**src/rtl/adpll_lock_detect.sv**
```systemverilog
// Lock detector for adpll_top. It samples the phase-error magnitude once per reference
// period and applies consecutive-count hysteresis to declare or drop lock. A reference
// timeout flags a lost clk_ref and forces the detector back to unlocked.
// Optional feature: define ADPLL_LOCK_HIST_EN to enable the saturating slip_count history.
module adpll_lock_detect #(
  parameter int unsigned ERR_W      = 5,
  parameter int unsigned LOCK_TOL   = 2,
  parameter int unsigned LOCK_CNT   = 16,
  parameter int unsigned UNLOCK_CNT = 4,
  parameter int unsigned TIMEOUT    = 64,
  parameter int unsigned CNT_W      = 8
) (
  input  logic             clk,
  input  logic             rst,
  input  logic             clr,
  input  logic             clk_ref,
  input  logic [ERR_W-1:0] dout,
  input  logic             sign,
  output logic             ref_tick,
  output logic             locked,
  output logic [1:0]       lock_state,
  output logic             lock_pulse,
  output logic             unlock_pulse,
  output logic             ref_lost,
  output logic [7:0]       slip_count
);

  typedef enum logic [1:0] {
    StUnlocked = 2'd0,
    StAcquire  = 2'd1,
    StLocked   = 2'd2,
    StSlip     = 2'd3
  } state_e;

  localparam logic [ERR_W-1:0] LockTolC    = ERR_W'(LOCK_TOL);
  localparam logic [CNT_W-1:0] LockCntC    = CNT_W'(LOCK_CNT);
  localparam logic [CNT_W-1:0] UnlockCntC  = CNT_W'(UNLOCK_CNT);
  localparam logic [CNT_W-1:0] TimeoutC    = CNT_W'(TIMEOUT);
  localparam logic [CNT_W-1:0] OneC        = CNT_W'(1);

  state_e           state_q, state_d;
  logic [CNT_W-1:0] good_cnt_q, good_cnt_d;
  logic [CNT_W-1:0] bad_cnt_q, bad_cnt_d;
  logic [CNT_W-1:0] to_cnt_q, to_cnt_d;
  logic             lock_pulse_q, lock_pulse_d;
  logic             unlock_pulse_q, unlock_pulse_d;
  logic             ref_lost_q, ref_lost_d;
  logic [2:0]       ref_sync_q;
  logic             in_tol;
  logic             to_hit;
  logic [CNT_W-1:0] good_inc;
  logic [CNT_W-1:0] bad_inc;

  // The sign does not affect qualification; only the magnitude matters.
  logic unused_sign;
  assign unused_sign = sign;

  // Two-flop synchroniser for clk_ref plus one delay flop for edge detection.
  always_ff @(posedge clk) begin
    if (rst || clr) begin
      ref_sync_q <= 3'b000;
    end else begin
      ref_sync_q <= {ref_sync_q[1:0], clk_ref};
    end
  end

  assign ref_tick = ref_sync_q[1] & ~ref_sync_q[2];
  assign in_tol   = (dout <= LockTolC);
  assign good_inc = good_cnt_q + OneC;
  assign bad_inc  = bad_cnt_q + OneC;
  // Fires only on the edge where the saturating counter first reaches TIMEOUT.
  assign to_hit   = ~ref_tick && (to_cnt_q != TimeoutC) && ((to_cnt_q + OneC) == TimeoutC);

  // State, counter and registered-pulse update.
  always_ff @(posedge clk) begin
    if (rst || clr) begin
      state_q        <= StUnlocked;
      good_cnt_q     <= '0;
      bad_cnt_q      <= '0;
      to_cnt_q       <= '0;
      lock_pulse_q   <= 1'b0;
      unlock_pulse_q <= 1'b0;
      ref_lost_q     <= 1'b0;
    end else begin
      state_q        <= state_d;
      good_cnt_q     <= good_cnt_d;
      bad_cnt_q      <= bad_cnt_d;
      to_cnt_q       <= to_cnt_d;
      lock_pulse_q   <= lock_pulse_d;
      unlock_pulse_q <= unlock_pulse_d;
      ref_lost_q     <= ref_lost_d;
    end
  end

  // Next-state logic: samples are taken only on ref_tick; otherwise only the timeout acts.
  always_comb begin
    state_d        = state_q;
    good_cnt_d     = good_cnt_q;
    bad_cnt_d      = bad_cnt_q;
    lock_pulse_d   = 1'b0;
    unlock_pulse_d = 1'b0;
    ref_lost_d     = ref_lost_q;
    to_cnt_d       = (to_cnt_q != TimeoutC) ? to_cnt_q + OneC : to_cnt_q;
    if (ref_tick) begin
      to_cnt_d   = '0;
      ref_lost_d = 1'b0;
      unique case (state_q)
        StUnlocked: begin
          if (in_tol) begin
            state_d    = StAcquire;
            good_cnt_d = OneC;
          end
        end
        StAcquire: begin
          if (!in_tol) begin
            state_d    = StUnlocked;
            good_cnt_d = '0;
          end else if (good_inc == LockCntC) begin
            state_d      = StLocked;
            good_cnt_d   = '0;
            lock_pulse_d = 1'b1;
          end else begin
            good_cnt_d = good_inc;
          end
        end
        StLocked: begin
          if (!in_tol) begin
            if (OneC == UnlockCntC) begin
              state_d        = StUnlocked;
              bad_cnt_d      = '0;
              unlock_pulse_d = 1'b1;
            end else begin
              state_d   = StSlip;
              bad_cnt_d = OneC;
            end
          end
        end
        StSlip: begin
          if (in_tol) begin
            // Lock was never lost, so no pulse here.
            state_d   = StLocked;
            bad_cnt_d = '0;
          end else if (bad_inc == UnlockCntC) begin
            state_d        = StUnlocked;
            bad_cnt_d      = '0;
            unlock_pulse_d = 1'b1;
          end else begin
            bad_cnt_d = bad_inc;
          end
        end
        default: state_d = StUnlocked;
      endcase
    end else if (to_hit) begin
      ref_lost_d     = 1'b1;
      state_d        = StUnlocked;
      good_cnt_d     = '0;
      bad_cnt_d      = '0;
      unlock_pulse_d = (state_q == StLocked) || (state_q == StSlip);
    end
  end

  // Outputs decoded from the state register and pulse flops.
  always_comb begin
    lock_state   = state_q;
    locked       = (state_q == StLocked) || (state_q == StSlip);
    lock_pulse   = lock_pulse_q;
    unlock_pulse = unlock_pulse_q;
    ref_lost     = ref_lost_q;
  end

`ifdef ADPLL_LOCK_HIST_EN
  logic [7:0] slip_cnt_q;

  // Saturating count of lock losses; clr never raises a pulse, so it leaves this untouched.
  always_ff @(posedge clk) begin
    if (rst) begin
      slip_cnt_q <= 8'd0;
    end else if (!clr && unlock_pulse_d && (slip_cnt_q != 8'hff)) begin
      slip_cnt_q <= slip_cnt_q + 8'd1;
    end
  end

  assign slip_count = slip_cnt_q;
`else
  assign slip_count = 8'd0;
`endif

endmodule
```
**config.mk**
```make
export PLATFORM = sky130hd
export DESIGN_NAME = adpll_lock_detect
export DESIGN_NICKNAME = d
export VERILOG_FILES = /design/src/rtl/adpll_lock_detect.sv
export SDC_FILE = /design/constraint.sdc
export NUM_CORES = 1
export LEC_CHECK = 0
export CORE_MARGIN = 1
export CORE_UTILIZATION = 49
export CTS_CLUSTER_DIAMETER = 200
export CTS_CLUSTER_SIZE = 12
export DETAILED_ROUTE_END_ITERATION = 6
export PLACE_DENSITY = 0.74
export SYNTH_ARGS = -nofsm -noshare
export SYNTH_HDL_FRONTEND = slang
export SYNTH_SLANG_ARGS = --single-unit
```
**constraint.sdc**
```tcl
create_clock -name clk -period 1.9 [get_ports clk]
set_input_delay 0.19 -clock clk [delete_from_list [all_inputs] [get_ports clk]]
set_output_delay 0.19 -clock clk [all_outputs]
set_load 0.01 [all_outputs]
```
* After elaboration in Yosys (flattened, before gate mapping) *
Index checks and enable logic that the tools add are counted.
Widths: inputs -> output; s select.

word-level totals
  register bits = 32
  latch bits = 0
  bits in writable memories = 0
  ROM bits = 0
  logic and storage cells = 67
  memories = 0

operators by class
  add/subtract/negate cells = 3
  multipliers = 0
  divide/modulo/power cells = 0
  $lt $le $gt $ge = 1
  eq/ne operators = 13
  shift operators = 0
  muxes and demuxes = 26
  bitwise gates (word level) = 5
  reduce and logical (&&, ||, !) cells = 11

operator list
  kind                 count
  $mux 8               9
  $pmux 8 s2           2
  $add 8x1->8 const B  3
  $mux 2               8
  $eq 8x3->1 const B   1
  $eq 8x5->1 const B   1
  $eq 8x7->1 const B   1
  $ne 4x4->1 const B   2
  $ne 8x7->1 const B   1
  $pmux 2 s4           1
  $mux 1               6
  $ne 3x1->1 const B   2
  $ne 3x3->1 const B   2
  $reduce_and 3->1     2
  $le 5x2->1 const B   1
  $reduce_and 5->1     1
  $eq 2x2->1 const B   2
  $not 1->1            4
  $reduce_or 4->1      1
  $eq 2x1->1 const B   1
  $logic_and 1x1->1    2
  $logic_not 2->1      1
  $logic_or 1x1->1     2
  $reduce_bool 2->1    1
  2 further kinds      2

* Logic depth before layout (Yosys ltp) *
Gate-level depths: netlist of the first run.

  depth after elaboration = 7
  mapped depth = 7
  gate-level depth less buffers = 7

* Worst setup path after synthesis of the first run *
Ideal clock, no wire load.

  kind = reg2reg
  start point = register to_cnt_q[0]
  end point = register state_q[0] (netlist: lock_state[0])
  setup time = 0.134 ns
  data arrival time = 1.708 ns
  data required time = 1.766 ns
  setup slack = 0.058 ns
  stages on the path, launching flop included = 8
  path buffers = 0
  cell sequence = dfxtp_1 > ha_1 > nand2b_1 > o2bb2a_1 > o21ai_1 > nand3_4 > a211oi_1 > a211oi_1

between the ends
  word-level cells in the longest chain between the ends = 5
  elaborated cells between the ends (all ways) = 7
  those cells by class = add/sub (1); eq/ne (2); reduce/logical (4)

ends and longest elaborated chain
  what                                                    RTL line  source
  start, declared                                         44        logic [CNT_W-1:0] to_cnt_q, to_cnt_d;
  start signal, assigned                                  88        to_cnt_q <= to_cnt_d;
  $add 8x1->8 / $ne 8x7->1 (equally long branches)        72        assign to_hit = ~ref_tick && (to_cnt_q != TimeoutC) && ((to_cnt_q + OneC) == TimeoutC);
  $eq 8x7->1 / $logic_and 1x1->1 (equally long branches)  72
  $logic_and 1x1->1 (*)                                   72
  $reduce_bool 2->1 (no source line) (*)                  --
  $reduce_and 5->1 (no source line) (*)                   --
  end signal, assigned                                    77        state_q <= StUnlocked;
  end signal, assigned                                    85        state_q <= state_d;
  end, declared                                           41        state_e state_q, state_d;

Every way passes the cells marked *; elsewhere a longest branch is shown, timed or not.
A chain may end at the register's enable or synchronous reset.

* Worst setup path in the final report of the first run *
  start point = register good_cnt_q[1]
  end point = register good_cnt_q[0]

between the ends
  word-level cells in the longest chain between the ends = 6

ends and longest elaborated chain
  what                    RTL line  source
  start, declared         42        logic [CNT_W-1:0] good_cnt_q, good_cnt_d;
  start signal, assigned  86        good_cnt_q <= good_cnt_d;
  $add 8x1->8             69        assign good_inc = good_cnt_q + OneC;
  $eq 8x5->1              118       end else if (good_inc == LockCntC) begin
  $mux 8                  118
  $mux 8                  115       if (!in_tol) begin
  $pmux 8 s2              107       unique case (state_q)
  $mux 8                  104       if (ref_tick) begin

Every way passes these cells.

==> results.cfg, run 1 <==
[global_route]
gr-total-overflow = 0
grt_max_degree = 26
grtUsageTotal_pct = 22.0
grt_antenna_before_repair = 0
grt_first_pass_wirelength_um = 7000
first_global_vias = 1634

[pwr]
ir_worst_vdd_uv = 433
switching_share_pct = 22.1
leakagePower_uw = 0.000883
combinationalPowerShare_pct = 5.1
internal-power_uw = 1090
p_clk_share_pct = 46.8
p_sw_uw = 311
powerDensity_nw_per_um2 = 593
seqPwrFrac_pct = 48.2

[setup_path]
rr_startpoint = good_cnt_q[1]$_SDFFE_PP0P_
path_max_fanout = 5
crit_required_ps = 2060
setup.worst_path.end_class = register
worstReg2RegEnd = good_cnt_q[0]$_SDFFE_PP0P_
slowest_delay_ps = 390
rrSetupSlack_ps = 100
start_kind = register
cp_data_arrival_time_ps = 1960
path_class = register to register
r2r_cells = 6
crit_chain = nand3_2, or3_4, mux2_4, nor3_2, o21a_1, o22ai_1
slowest_stage = or3_4

[layout]
fin_cells = 317
drive_gt1_share_pct = 20.4
fill_cells = 318
post-route-cell-area_um2 = 2370
nets = 285
diodes = 0
area_growth_pct = 24.6

[floorplan]
coreArea_um2 = 3690
ios = 25
die_w_um = 64.3
initial_core_util_pct = 51.5
die_area_um2 = 4130
die_h_um = 64.3
num_rows = 22

[clock_tree]
cts-hold-fix-buffers = 0
ctsHtreeMaxLevel = 2
clock_sinks = 32
clkSlewWorstSetupHoldPaths_ps = 70
cts_buffer_depth = 2
cts_tree = yes
post_cts_buffers = 0
cts_buffers = 5
cts_root_buf = clkbuf_8
clk_latency_ps = 290

[run]
drv_cap = 0

[drt]
vias = 1690
firstDrtPassIters = 4
first_iter_violations = 114
wl_um = 4010
detail-route-antenna-nets = 0
drcViolationCount = 0
drt-vias-per-instance = 5.33
wl_per_cell_um = 12.7

[synth]
synthDistinctLibCells = 49
netlist.area_leader.share_pct = 33.7
ys_seq_elements = 32
ys_top_cells_by_area = dfxtp_1 (34%), nand2_1 (5.7%), nor2_1 (4.7%), ha_1 (4.6%), o21ai_0 (4.0%)
synth_common_cells = dfxtp_1 (32), nand2_1 (29), nor2_1 (24), o21ai_0 (15), nand3_1 (14)
syn_area_um2 = 1900
ys.warnings.count = 0
synthCells = 232
synth.most_common_cell = dfxtp_1
synth-edff-count = 0
yosysTopAreaCell = dfxtp_1
synthFlopType = dfxtp_1
async_flop_share_pct = 0
syn_avg_cell_area_um2 = 8.19
yosysSeqAreaShare_pct = 33.7

[timing]
drv_slew = 0
clock_skew_ps = 7.01
finalHoldViolCount = 0
post-route-min-period_ps = 1800
period_share_pct = 94.6
fmax_ghz = 0.557
setup_viol = 0
finalSetupTns_ps = 0

[placement]
placed_cells = 309
placed_area_um2 = 2180
port_buffers = 15
dpl.hpwl_um = 2740
place_congestion = 0.818

[run_status]
outcome = finished, final reports clean

[min_path]
worstHoldPathType = register to register
whs_endpoint = ref_sync_q[1]$_SDFF_PP0_
whs_path_depth = 1
hp-start = ref_sync_q[0]$_SDFF_PP0_
cells by family (layout without fill, tap and decap cells):
family	Yosys count	count (layout)	share of synthesized area (%)
other cells	1	8	0.197
mux	3	3	1.84
simple gates	105	105	28.6
buf+inv	20	50	7.38
fa+ha+maj	7	7	4.61
compound gates	54	54	19.0
flops	32	32	33.7
xor+xnor	10	10	4.61
timing repair:
| item | 4_1_cts | 5_1_grt |
|---|---|---|
| pin swaps | 0 | 1 |
| setup endpoints to repair | 13 | 20 |
| resized for setup | 2 | 14 |
| cloned | 0 | 0 |
final cells by class:
| type | instances | area, µm² | area share [%] |
|---|---|---|---|
| Tap cell | 48 | 60.1 | 2.54 |
| Clock buffer | 6 | 72.6 | 3.07 |
| Timing Repair Buffer | 37 | 315 | 13.3 |
| Clock inverter | 2 | 35.0 | 1.48 |
| Multi-Input combinational cell | 187 | 1220 | 51.6 |
| Inverter | 5 | 18.8 | 0.793 |
| Sequential cell | 32 | 643 | 27.2 |
metrics by stage:
stage | power, µW | hold WS, ps | setup WS (ps) | utilization (%)
after floorplan | 740 | 312 | 58.2 | -
after global placement | 759 | 433 | -176 | 59.1
final | 1400 | 451 | 103 | 64.2
after detailed placement | 760 | 414 | -245 | 59.1
after global routing | 1470 | 469 | -2.33 | 64.2
after CTS | 1420 | 447 | 21.0 | 62.3
metal layers:
layer	track usage (%)	wire length, µm
met5	0	0
met2	34.9	1770
met3	6.79	181
met4	7.78	46
met1	28.0	2010
registers in the layout (all words and copies together), names as in the netlist:
name and flops:
lock_state 2, ref_sync_q 3, unlock_pulse 1, good_cnt_q 8, lock_pulse 1, ref_lost 1, bad_cnt_q 8, to_cnt_q 8
placed cells by master, fill, tap and decap left out, types with 6 or more instances in the layout:
cell / n
ha_1: 6
a21oi_1: 9
dfxtp_1: 30
conb_1: 8
a31oi_1: 8
clkdlybuf4s50_1: 15
buf_4: 22
o21ai_0: 14
nand2_1: 29
nor2_1: 23
nand3_1: 14
critical path, delay by kind of cell (launching register included):
kind,cells,cell delay (ps)
AOI/OAI and AO/OA,2,210
DFF,1,370
and+or+nand+nor,3,710
muxes,1,350
power groups by stage:
stage               registers [µW]  logic, µW  clock network [µW]
CTS                            676       69.4                 674
floorplan                      693       46.8                   0
global placement               691       68.0                   0
detailed placement             691       68.6                   0
global route                   676       78.5                 715
finish                         677       71.0                 657
how the worst max path moves through the flow:
stage	startpoint	to	slack (ps)	cells past startpoint
floorplan	to_cnt_q[0]$_SDFFE_PP0P_	lock_state[0]$_SDFFE_PP0P_	60	7
global placement	dout[1]	good_cnt_q[3]$_SDFFE_PP0P_	-180	6
detailed placement	dout[1]	good_cnt_q[3]$_SDFFE_PP0P_	-250	6
CTS	good_cnt_q[1]$_SDFFE_PP0P_	good_cnt_q[4]$_SDFFE_PP0P_	20	6
global route	to_cnt_q[0]$_SDFFE_PP0P_	lock_state[1]$_SDFFE_PP0P_	-2	8
finish	good_cnt_q[1]$_SDFFE_PP0P_	good_cnt_q[0]$_SDFFE_PP0P_	100	6
Power figures use the tool's default switching activity.
==> inputs of run 2 (changes only) <==
--- a/config.mk
+++ b/config.mk
@@ -5,6 +5,7 @@
 export SDC_FILE = /design/constraint.sdc
 export NUM_CORES = 1
 export LEC_CHECK = 0
+export CAP_MARGIN = 10
 export CORE_MARGIN = 1
 export CORE_UTILIZATION = 49
 export CTS_CLUSTER_DIAMETER = 200
==> results of run 2 <==
Final layout, timing and power as in run 1 (identical DEF).
==> inputs of run 3 (changes only) <==
--- a/config.mk
+++ b/config.mk
@@ -5,7 +5,7 @@
 export SDC_FILE = /design/constraint.sdc
 export NUM_CORES = 1
 export LEC_CHECK = 0
-export CAP_MARGIN = 10
+export CAP_MARGIN = 20
 export CORE_MARGIN = 1
 export CORE_UTILIZATION = 49
 export CTS_CLUSTER_DIAMETER = 200
==> results of run 3 <==
Final layout, timing and power as in run 1 (identical DEF).
